--- config.mk ---
export PLATFORM = sky130hd
export DESIGN_NAME = bod_adc_frontend
export DESIGN_NICKNAME = d
export VERILOG_FILES = /design/src/rtl/bod_pkg.sv /design/src/rtl/bod_hyst_cmp.sv /design/src/rtl/bod_adc_frontend.sv
export SDC_FILE = /design/constraint.sdc
export NUM_CORES = 1
export LEC_CHECK = 0
export ABC_AREA = 0
export BUFFER_PORTS_ARGS = -buffer_cell sky130_fd_sc_hd__buf_2
export CORE_MARGIN = 1.5
export CORE_UTILIZATION = 45
export DETAILED_ROUTE_END_ITERATION = 10
export PLACE_DENSITY = 0.69
export SLEW_MARGIN = 20
export SYNTH_ARGS = -nofsm -noshare
export SYNTH_HDL_FRONTEND = slang
export SYNTH_HIERARCHICAL = 1
export SYNTH_SLANG_ARGS = --single-unit
--- constraint.sdc ---
create_clock -name clk -period 6.4 [get_ports clk]
set_clock_uncertainty 0.15 [all_clocks]
set_input_delay 0.96 -clock clk [delete_from_list [all_inputs] [get_ports clk]]
set_output_delay 0.96 -clock clk [all_outputs]
set_load 0.01 [all_outputs]
--- src/rtl/bod_pkg.sv ---
// Shared types and helpers for the brownout ADC sampling front-end.
package bod_pkg;

  localparam int ADC_WIDTH  = 20;
  localparam int HYST_WIDTH = 12;

  typedef enum logic [1:0] {
    IDLE,
    CONVERT,
    SHIFT,
    UPDATE
  } bod_fe_state_t;

  // Release threshold level + hyst, clamped to full scale instead of wrapping.
  function automatic logic [ADC_WIDTH-1:0] sat_release(
    input logic [ADC_WIDTH-1:0]  level,
    input logic [HYST_WIDTH-1:0] hyst
  );
    logic [ADC_WIDTH:0] sum;
    sum = {1'b0, level} + {{(ADC_WIDTH + 1 - HYST_WIDTH){1'b0}}, hyst};
    return sum[ADC_WIDTH] ? {ADC_WIDTH{1'b1}} : sum[ADC_WIDTH-1:0];
  endfunction

endpackage

--- src/rtl/bod_hyst_cmp.sv ---
// Hysteretic supply-level flag: sets below level, clears at or above the
// saturated release level, otherwise holds. Only changes on the update strobe.
module bod_hyst_cmp
  import bod_pkg::*;
(
  input  logic                  clk,
  input  logic                  rst,
  input  logic                  update,
  input  logic [ADC_WIDTH-1:0]  sample,
  input  logic [ADC_WIDTH-1:0]  level,
  input  logic [HYST_WIDTH-1:0] hyst,
  output logic                  flag
);

  logic [ADC_WIDTH-1:0] clear_level;

  assign clear_level = sat_release(level, hyst);

  always_ff @(posedge clk) begin
    if (rst) begin
      flag <= 1'b0;
    end else if (update) begin
      if (sample < level) begin
        flag <= 1'b1;
      end else if (sample >= clear_level) begin
        flag <= 1'b0;
      end
    end
  end

endmodule

--- src/rtl/bod_adc_frontend.sv ---
// Serial ADC sampling front-end: paced CNV/SCK generation, MSB-first word
// assembly and the warning/critical hysteretic flags.
module bod_adc_frontend #(
  parameter int ADC_WIDTH     = bod_pkg::ADC_WIDTH,
  parameter int CLK_DIV       = 2,
  parameter int CONV_CYCLES   = 8,
  parameter int SAMPLE_PERIOD = 200
) (
  input  logic                           clk,
  input  logic                           rst,
  input  logic                           en,
  input  logic [ADC_WIDTH-1:0]           warn_level,
  input  logic [ADC_WIDTH-1:0]           crit_level,
  input  logic [bod_pkg::HYST_WIDTH-1:0] hyst,
  input  logic                           adc_sdo,
  output logic                           adc_cnv,
  output logic                           adc_sck,
  output logic [ADC_WIDTH-1:0]           adc_out,
  output logic                           sample_valid,
  output logic                           bod_out1,
  output logic                           bod_out2
);

  import bod_pkg::*;

  localparam int PW = $clog2(SAMPLE_PERIOD + 1);
  localparam int CW = $clog2(CONV_CYCLES + 1);
  localparam int DW = $clog2(CLK_DIV + 1);

  localparam logic [PW-1:0] PERIOD_MAX = PW'(SAMPLE_PERIOD - 1);
  localparam logic [CW-1:0] CONV_LAST  = CW'(CONV_CYCLES - 1);
  localparam logic [DW-1:0] DIV_LAST   = DW'(CLK_DIV - 1);
  localparam logic [4:0]    BIT_LAST   = 5'(ADC_WIDTH - 1);

  bod_fe_state_t        state;
  logic [PW-1:0]        period_cnt;
  logic [CW-1:0]        conv_cnt;
  logic [DW-1:0]        div_cnt;
  logic [4:0]           bit_cnt;
  logic [ADC_WIDTH-1:0] shift_reg;
  logic                 frame_done;

  // The last SCK falling edge of a frame; the word is complete in shift_reg.
  assign frame_done = (state == SHIFT) && (div_cnt == DIV_LAST) && adc_sck &&
                      (bit_cnt == BIT_LAST);

  always_ff @(posedge clk) begin
    if (rst) begin
      state        <= IDLE;
      period_cnt   <= PERIOD_MAX;
      conv_cnt     <= '0;
      div_cnt      <= '0;
      bit_cnt      <= '0;
      shift_reg    <= '0;
      adc_cnv      <= 1'b0;
      adc_sck      <= 1'b0;
      adc_out      <= '0;
      sample_valid <= 1'b0;
    end else begin
      sample_valid <= 1'b0;
      if (period_cnt != PERIOD_MAX) begin
        period_cnt <= period_cnt + PW'(1);
      end

      unique case (state)
        IDLE: begin
          if (en && (period_cnt == PERIOD_MAX)) begin
            state      <= CONVERT;
            adc_cnv    <= 1'b1;
            conv_cnt   <= '0;
            period_cnt <= '0;
          end
        end

        CONVERT: begin
          if (conv_cnt == CONV_LAST) begin
            state   <= SHIFT;
            adc_cnv <= 1'b0;
            adc_sck <= 1'b0;
            div_cnt <= '0;
            bit_cnt <= '0;
          end else begin
            conv_cnt <= conv_cnt + CW'(1);
          end
        end

        // SCK rising edge captures SDO; falling edge advances the bit count.
        SHIFT: begin
          if (div_cnt == DIV_LAST) begin
            div_cnt <= '0;
            adc_sck <= ~adc_sck;
            if (!adc_sck) begin
              shift_reg <= {shift_reg[ADC_WIDTH-2:0], adc_sdo};
            end else if (frame_done) begin
              state        <= UPDATE;
              adc_out      <= shift_reg;
              sample_valid <= 1'b1;
            end else begin
              bit_cnt <= bit_cnt + 5'd1;
            end
          end else begin
            div_cnt <= div_cnt + DW'(1);
          end
        end

        UPDATE: begin
          state <= IDLE;
        end

        default: begin
          state <= IDLE;
        end
      endcase
    end
  end

  bod_hyst_cmp u_warn_cmp (
    .clk    (clk),
    .rst    (rst),
    .update (frame_done),
    .sample (shift_reg),
    .level  (warn_level),
    .hyst   (hyst),
    .flag   (bod_out1)
  );

  bod_hyst_cmp u_crit_cmp (
    .clk    (clk),
    .rst    (rst),
    .update (frame_done),
    .sample (shift_reg),
    .level  (crit_level),
    .hyst   (hyst),
    .flag   (bod_out2)
  );

endmodule
==> flow_metrics.env, run 1 <==
export IMPL_hp_class="reg -> reg"
export IMPL_ys_warn_count=6
export IMPL_fin_crit_ns=4.488
export IMPL_cp_arrival_ns=4.53
export IMPL_required_ns=6.44
export IMPL_fmax_mhz=222.8
export IMPL_irDropWorstVdd_mv=0.2249
export IMPL_synth_net_count=952
export IMPL_pre_cts_ws_ns=1.591
export IMPL_dpl_instance_area_mm2=0.006636
export IMPL_ys_ff_latch=66
export IMPL_globalplace_congestion=0.8953
export IMPL_grt_pass1_wl_mm=25.94
export IMPL_routed_via_density=5.643
export IMPL_drive_above_1_share=0.1455
export IMPL_clk_latency_ns=0.33
export IMPL_diodes=0
export IMPL_worstSetupPathType="in -> reg"
export IMPL_path_clk_slew_ns=0.05
export IMPL_hold_slack_ns=0.3028
export IMPL_tightest_slew_ns=1.040
export IMPL_p_sw_mw=0.4592
export IMPL_rsz0062_at_grt="false"
export IMPL_path_max_fanout=18
export IMPL_vias=5841
export IMPL_wl_per_cell_um=15.33
export IMPL_yosys_top_cells_area="ha_1, dfxtp_1, a21oi_1, nand2_1, inv_1"
export IMPL_grt_max_degree=59
export IMPL_grt_pass1_vias=5470
export IMPL_async_flop_share=0
export IMPL_track_usage=0.2214
export IMPL_critical_path_startpoint_type="input port"
export IMPL_post_cts_buffers=0
export IMPL_crit_path_end_kind="flop"
export IMPL_htreeDepth=3
export IMPL_clk_path_buf_depth=2
export IMPL_slew_headroom=0.2890
export IMPL_wl_mm=15.86
export IMPL_syn_to_final_growth_pct=13.34
export IMPL_crit_chain="buf_2, ha_1, fa_1, a21o_1, a311oi_2, nor3_2, o221a_1, buf_4, or2_1, ha_1, nand2b_1, a21o_1, a211oi_1, or3_1, a2111oi_0, o32ai_1"
export IMPL_syn_inst=785
export IMPL_ant_nets=0
export IMPL_placementRows=42
export IMPL_seq_power_share=0.319
export IMPL_drv_slew=0
export IMPL_synth_seq_area_share=0.2155
export IMPL_instances_no_fill=1035
export IMPL_drt_iter0_markers=394
export IMPL_yosysTopAreaCell="ha_1"
export IMPL_syn_area_per_cell_um2=7.812
export IMPL_first_pass_iters=5
export IMPL_synth_top_area_frac=0.2224
export IMPL_cpMaxStageDelayCell="fa_1"
export IMPL_hpwl_mm=12.37
export IMPL_drv_cap=0
export IMPL_final_setup_tns_ns=0
export IMPL_fp_dieW_um=119.7
export IMPL_worst_slack_ns=1.912
export IMPL_ys_types=74
export IMPL_slowest_delay_ns=0.40
export IMPL_route_detailed_drc=0
export IMPL_finalSetupViolCount=0
export IMPL_dp_cells=1019
export IMPL_nets=1021
export IMPL_cts_resized=0
export IMPL_io_buffers=80
export IMPL_clkPwrFrac=0.362
export IMPL_antenna_found_initial=0
export IMPL_layout_common_cells="nand2_1, ha_1, a21oi_1, buf_2, dfxtp_1"
export IMPL_r2r_setup_slack_ns=2.84
export IMPL_status="finished clean"
export IMPL_cts_buffers=9
export IMPL_final_common_cell="nand2_1"
export IMPL_switching_share=0.3196
export IMPL_fp_dieH_um=119.7
export IMPL_start_util=0.4612
export IMPL_pin_count=81
export IMPL_finish_instance_area_mm2=0.006950
export IMPL_hold_buffers=0
export IMPL_cts_tree="built"
export IMPL_die_area_mm2=0.01434
export IMPL_core_mm2=0.01330
export IMPL_power_leakage_nw=3.202
export IMPL_synth_edf_count=0
export IMPL_grt_ovfl_total=0
export IMPL_power_density_mw_per_mm2=206.7
export IMPL_syn_area_mm2=0.006132
export IMPL_root_buffer="clkbuf_16"
export IMPL_power_frac_comb=0.318
export IMPL_hold_viol_final=0
export IMPL_path_buf_inv=2
export IMPL_p_int_mw=0.9774
export IMPL_cp_top_family="compound AO/OA/AOI/OAI gates"
export IMPL_clock_sinks=66
export IMPL_synth_ff_type="dfxtp_1"
export IMPL_period_share=0.7013
-- cells in the mapped netlist (9+ instances only) --
cell type,count
nand4_1,22
nor2_1,47
xnor2_1,13
nor3_1,10
xor2_1,12
inv_1,54
o21ai_0,26
dfxtp_1,66
a21o_1,15
ha_1,109
a21oi_1,101
nor2_4,9
nand3_1,26
clkbuf_1,13
nand2_1,117
-- power groups by stage --
stage	Clock (mW)	Combinational [mW]	Sequential, mW
6_report	0.520	0.457	0.459
3_3_place_gp	0	0.448	0.467
5_1_grt	0.548	0.513	0.464
4_1_cts	0.531	0.454	0.459
3_5_place_dp	0	0.453	0.467
2_1_floorplan	0	0.351	0.463
-- cells by family (layout without fill, tap and decap cells) --
group / count (synthesis) / in the layout / synth area share
and+or+nand+nor: 282 / 282 / 0.2289
muxes: 11 / 11 / 0.01857
adders and majority gates: 111 / 111 / 0.2289
buffers and inverters: 79 / 153 / 0.05509
xor gates and xnor gates: 25 / 25 / 0.03571
AOI/OAI and AO/OA: 211 / 211 / 0.2173
DFF: 66 / 66 / 0.2155
-- routing by layer --
layer	global-route usage	up-vias	wire, µm
li1	-	2980	-
met1	0.2895	2699	7508
met2	0.3725	137	7312
met3	0.03279	25	657
met4	0.07589	0	386
met5	0	-	0
-- cell type report --
type                       count  area [µm²]
clock buffer                  14       254.0
clock inverter                 2       60.06
fill                        1310        6345
inverter                      55       206.4
multi-input combinational    640        4473
sequential                    66        1321
tap                          176       220.2
timing repair buffer          82       415.4
-- through the flow --
stage	utilization	power, mW
floorplan	-	0.8137
global route	0.5228	1.525
detailed placement	0.4992	0.9196
CTS	0.5228	1.444
global placement	0.4992	0.9144
finish	0.5228	1.437
-- final timing paths --
kind	from	end	depth (start not counted)
hold / removal	adc_out[17]	adc_out[17]	2
setup / recovery	hyst[0]	u_crit_cmp/flag	16
hold reg to reg	adc_out[17]	adc_out[17]	2
setup reg to reg	state[0]	u_crit_cmp/flag	8
-- worst register-to-register path: cells and delay by family (launching register included) --
family	cells	cell delay [ns]
adder cells (fa/ha/maj)	1	0.42
AO/OA/AOI/OAI	2	0.30
AND/OR/NAND/NOR	3	1.41
buffers and inverters	2	0.83
flip-flops	1	0.31
No activity file was read; power rests on OpenSTA's default activity.
==> run 2, diff against run 1 <==
- PLACE_DENSITY: 0.69 -> 0.71
- clock period: 6.4 -> 3.8 ns (I/O delays scaled with it)
==> flow_metrics.env, run 2 (same netlist as run 1, synthesis figures left out) <==
export IMPL_status="finished clean"
export IMPL_cts_buffers=9
export IMPL_routed_via_density=5.547
export IMPL_path_max_fanout=2
export IMPL_layout_common_cells="nand2_1, ha_1, a21oi_1, buf_2, dfxtp_1"
export IMPL_placementRows=42
export IMPL_first_pass_iters=5
export IMPL_cp_arrival_ns=3.74
export IMPL_final_common_cell="nand2_1"
export IMPL_hold_viol_final=0
export IMPL_core_mm2=0.01330
export IMPL_r2r_start="bit_cnt[0]"
export IMPL_power_density_mw_per_mm2=335.0
export IMPL_drv_cap=0
export IMPL_route_detailed_drc=0
export IMPL_path_clk_slew_ns=0.05
export IMPL_hp_class="reg -> reg"
export IMPL_required_ns=3.85
export IMPL_crit_chain="buf_2, ha_1, fa_2, a21o_1, a311oi_2, nor3_2, o221a_1, or2_1, ha_1, nand2b_1, a21o_1, a211oi_1, or3_1, a2111oi_4, o32ai_1"
export IMPL_die_area_mm2=0.01434
export IMPL_dpl_instance_area_mm2=0.007038
export IMPL_critPathCapture="u_crit_cmp/flag"
export IMPL_finalSetupViolCount=0
export IMPL_io_buffers=80
export IMPL_grt_pass1_vias=5880
export IMPL_fmax_mhz=271.0
export IMPL_fp_dieH_um=119.7
export IMPL_cp_top_family="compound AO/OA/AOI/OAI gates"
export IMPL_fillCellCount=1262
export IMPL_path_buf_inv=1
export IMPL_fp_dieW_um=119.7
export IMPL_clock_sinks=66
export IMPL_cts_tree="built"
export IMPL_final_setup_tns_ns=0
export IMPL_crit_path_start="hyst[0]"
export IMPL_slowest_delay_ns=0.39
export IMPL_globalplace_congestion=0.8892
export IMPL_rsz0062_at_grt="false"
export IMPL_hpwl_mm=13.02
export IMPL_power_mw=2.470
export IMPL_critical_path_startpoint_type="input port"
export IMPL_worstSetupPathType="in -> reg"
export IMPL_grt_max_degree=41
export IMPL_htreeDepth=3
export IMPL_grt_pass1_wl_mm=27.80
export IMPL_fin_crit_ns=3.690
export IMPL_worstHoldStart="adc_out[17]"
export IMPL_start_util=0.4612
export IMPL_clk_latency_ns=0.33
export IMPL_vias=6019
export IMPL_slew_headroom=0.5167
export IMPL_drive_above_1_share=0.1969
export IMPL_ant_nets=0
export IMPL_r2r_cells=9
export IMPL_finish_instance_area_mm2=0.007373
export IMPL_antenna_found_initial=0
export IMPL_power_leakage_nw=3.451
export IMPL_clk_path_buf_depth=2
export IMPL_r2r_end="u_crit_cmp/flag"
export IMPL_wl_mm=16.52
export IMPL_syn_to_final_growth_pct=20.24
export IMPL_irDropWorstVdd_mv=0.2608
export IMPL_cp_depth=15
export IMPL_crit_path_end_kind="flop"
export IMPL_period_share=0.9711
export IMPL_diodes=0
export IMPL_drv_slew=0
export IMPL_hold_buffers=0
export IMPL_cpMaxStageDelayCell="or3_1"
export IMPL_wl_per_cell_um=15.22
export IMPL_tightest_slew_ns=0.7067
export IMPL_track_usage=0.2376
export IMPL_root_buffer="clkbuf_16"
export IMPL_drt_iter0_markers=334
export IMPL_nets=1072
export IMPL_grt_ovfl_total=0
export IMPL_pin_count=81
export IMPL_r2r_setup_slack_ns=1.06
run 2: metrics by stage:
| stage | utilization | worst slack [ns] | cells | hold slack [ns] |
|---|---|---|---|---|
| after floorplan | - | 0.01468 | 785 | 0.2937 |
| after global placement | 0.5294 | -0.1551 | 1070 | 0.2948 |
| after detailed placement | 0.5294 | -0.2692 | 1070 | 0.2987 |
| after CTS | 0.5520 | 0.07196 | 1085 | 0.3072 |
| after global routing | 0.5546 | 0.005208 | 1085 | 0.3260 |
| final | 0.5546 | 0.1097 | 1085 | 0.3016 |
run 2: how the worst min path moves through the flow:
| stage | endpoint | slack [ns] | cells after the start |
|---|---|---|---|
| finish | adc_out[17] | 0.30 | 2 |
| global route | adc_out[14] | 0.33 | 2 |
| CTS | adc_out[0] | 0.31 | 2 |
| detailed placement | adc_out[14] | 0.30 | 2 |
| global placement | adc_out[1] | 0.29 | 2 |
| floorplan | bit_cnt[4] | 0.29 | 1 |
run 2: layout make-up:
cell class	count	area, µm²	share of cell area
multi-input cells	640	4513	0.6121
flip-flops and latches	66	1321	0.1792
repair buffers	133	810.8	0.1100
clock buffers	12	236.5	0.03207
well taps	176	220.2	0.02987
inverters	55	206.4	0.02800
clock inverters	3	65.06	0.008824
run 2: power breakdown:
| part | leakage, nW | switching [mW] | total [mW] | internal [mW] |
|---|---|---|---|---|
| registers | 0.533 | 0.0385 | 0.774 | 0.736 |
| clock network | 0.147 | 0.284 | 0.853 | 0.569 |
| logic | 2.77 | 0.477 | 0.843 | 0.366 |
| total | 3.45 | 0.799 | 2.47 | 1.67 |
run 2: what timing repair did:
action                                  4_1_cts  5_1_grt
setup buffers                                 0        0
resized for setup                             0        6
endpoints found under the setup margin        0        1
run 2: worst min-delay path, stage by stage (launching register included):
cell and delay [ns]:
dfxtp_1 0.30, nand2_1 0.05, a21oi_1 0.05
run 2: layer usage:
layer  vias to the layer above  track usage  part of all wire  routed length [µm]
met5                         -            0                 0                   0
met4                         0      0.07887             0.024                 397
met3                        29      0.03517             0.045                 739
met2                       149       0.3976              0.46                7674
met1                      2768       0.3134              0.47                7703
li1                       3073            -                 -                   -
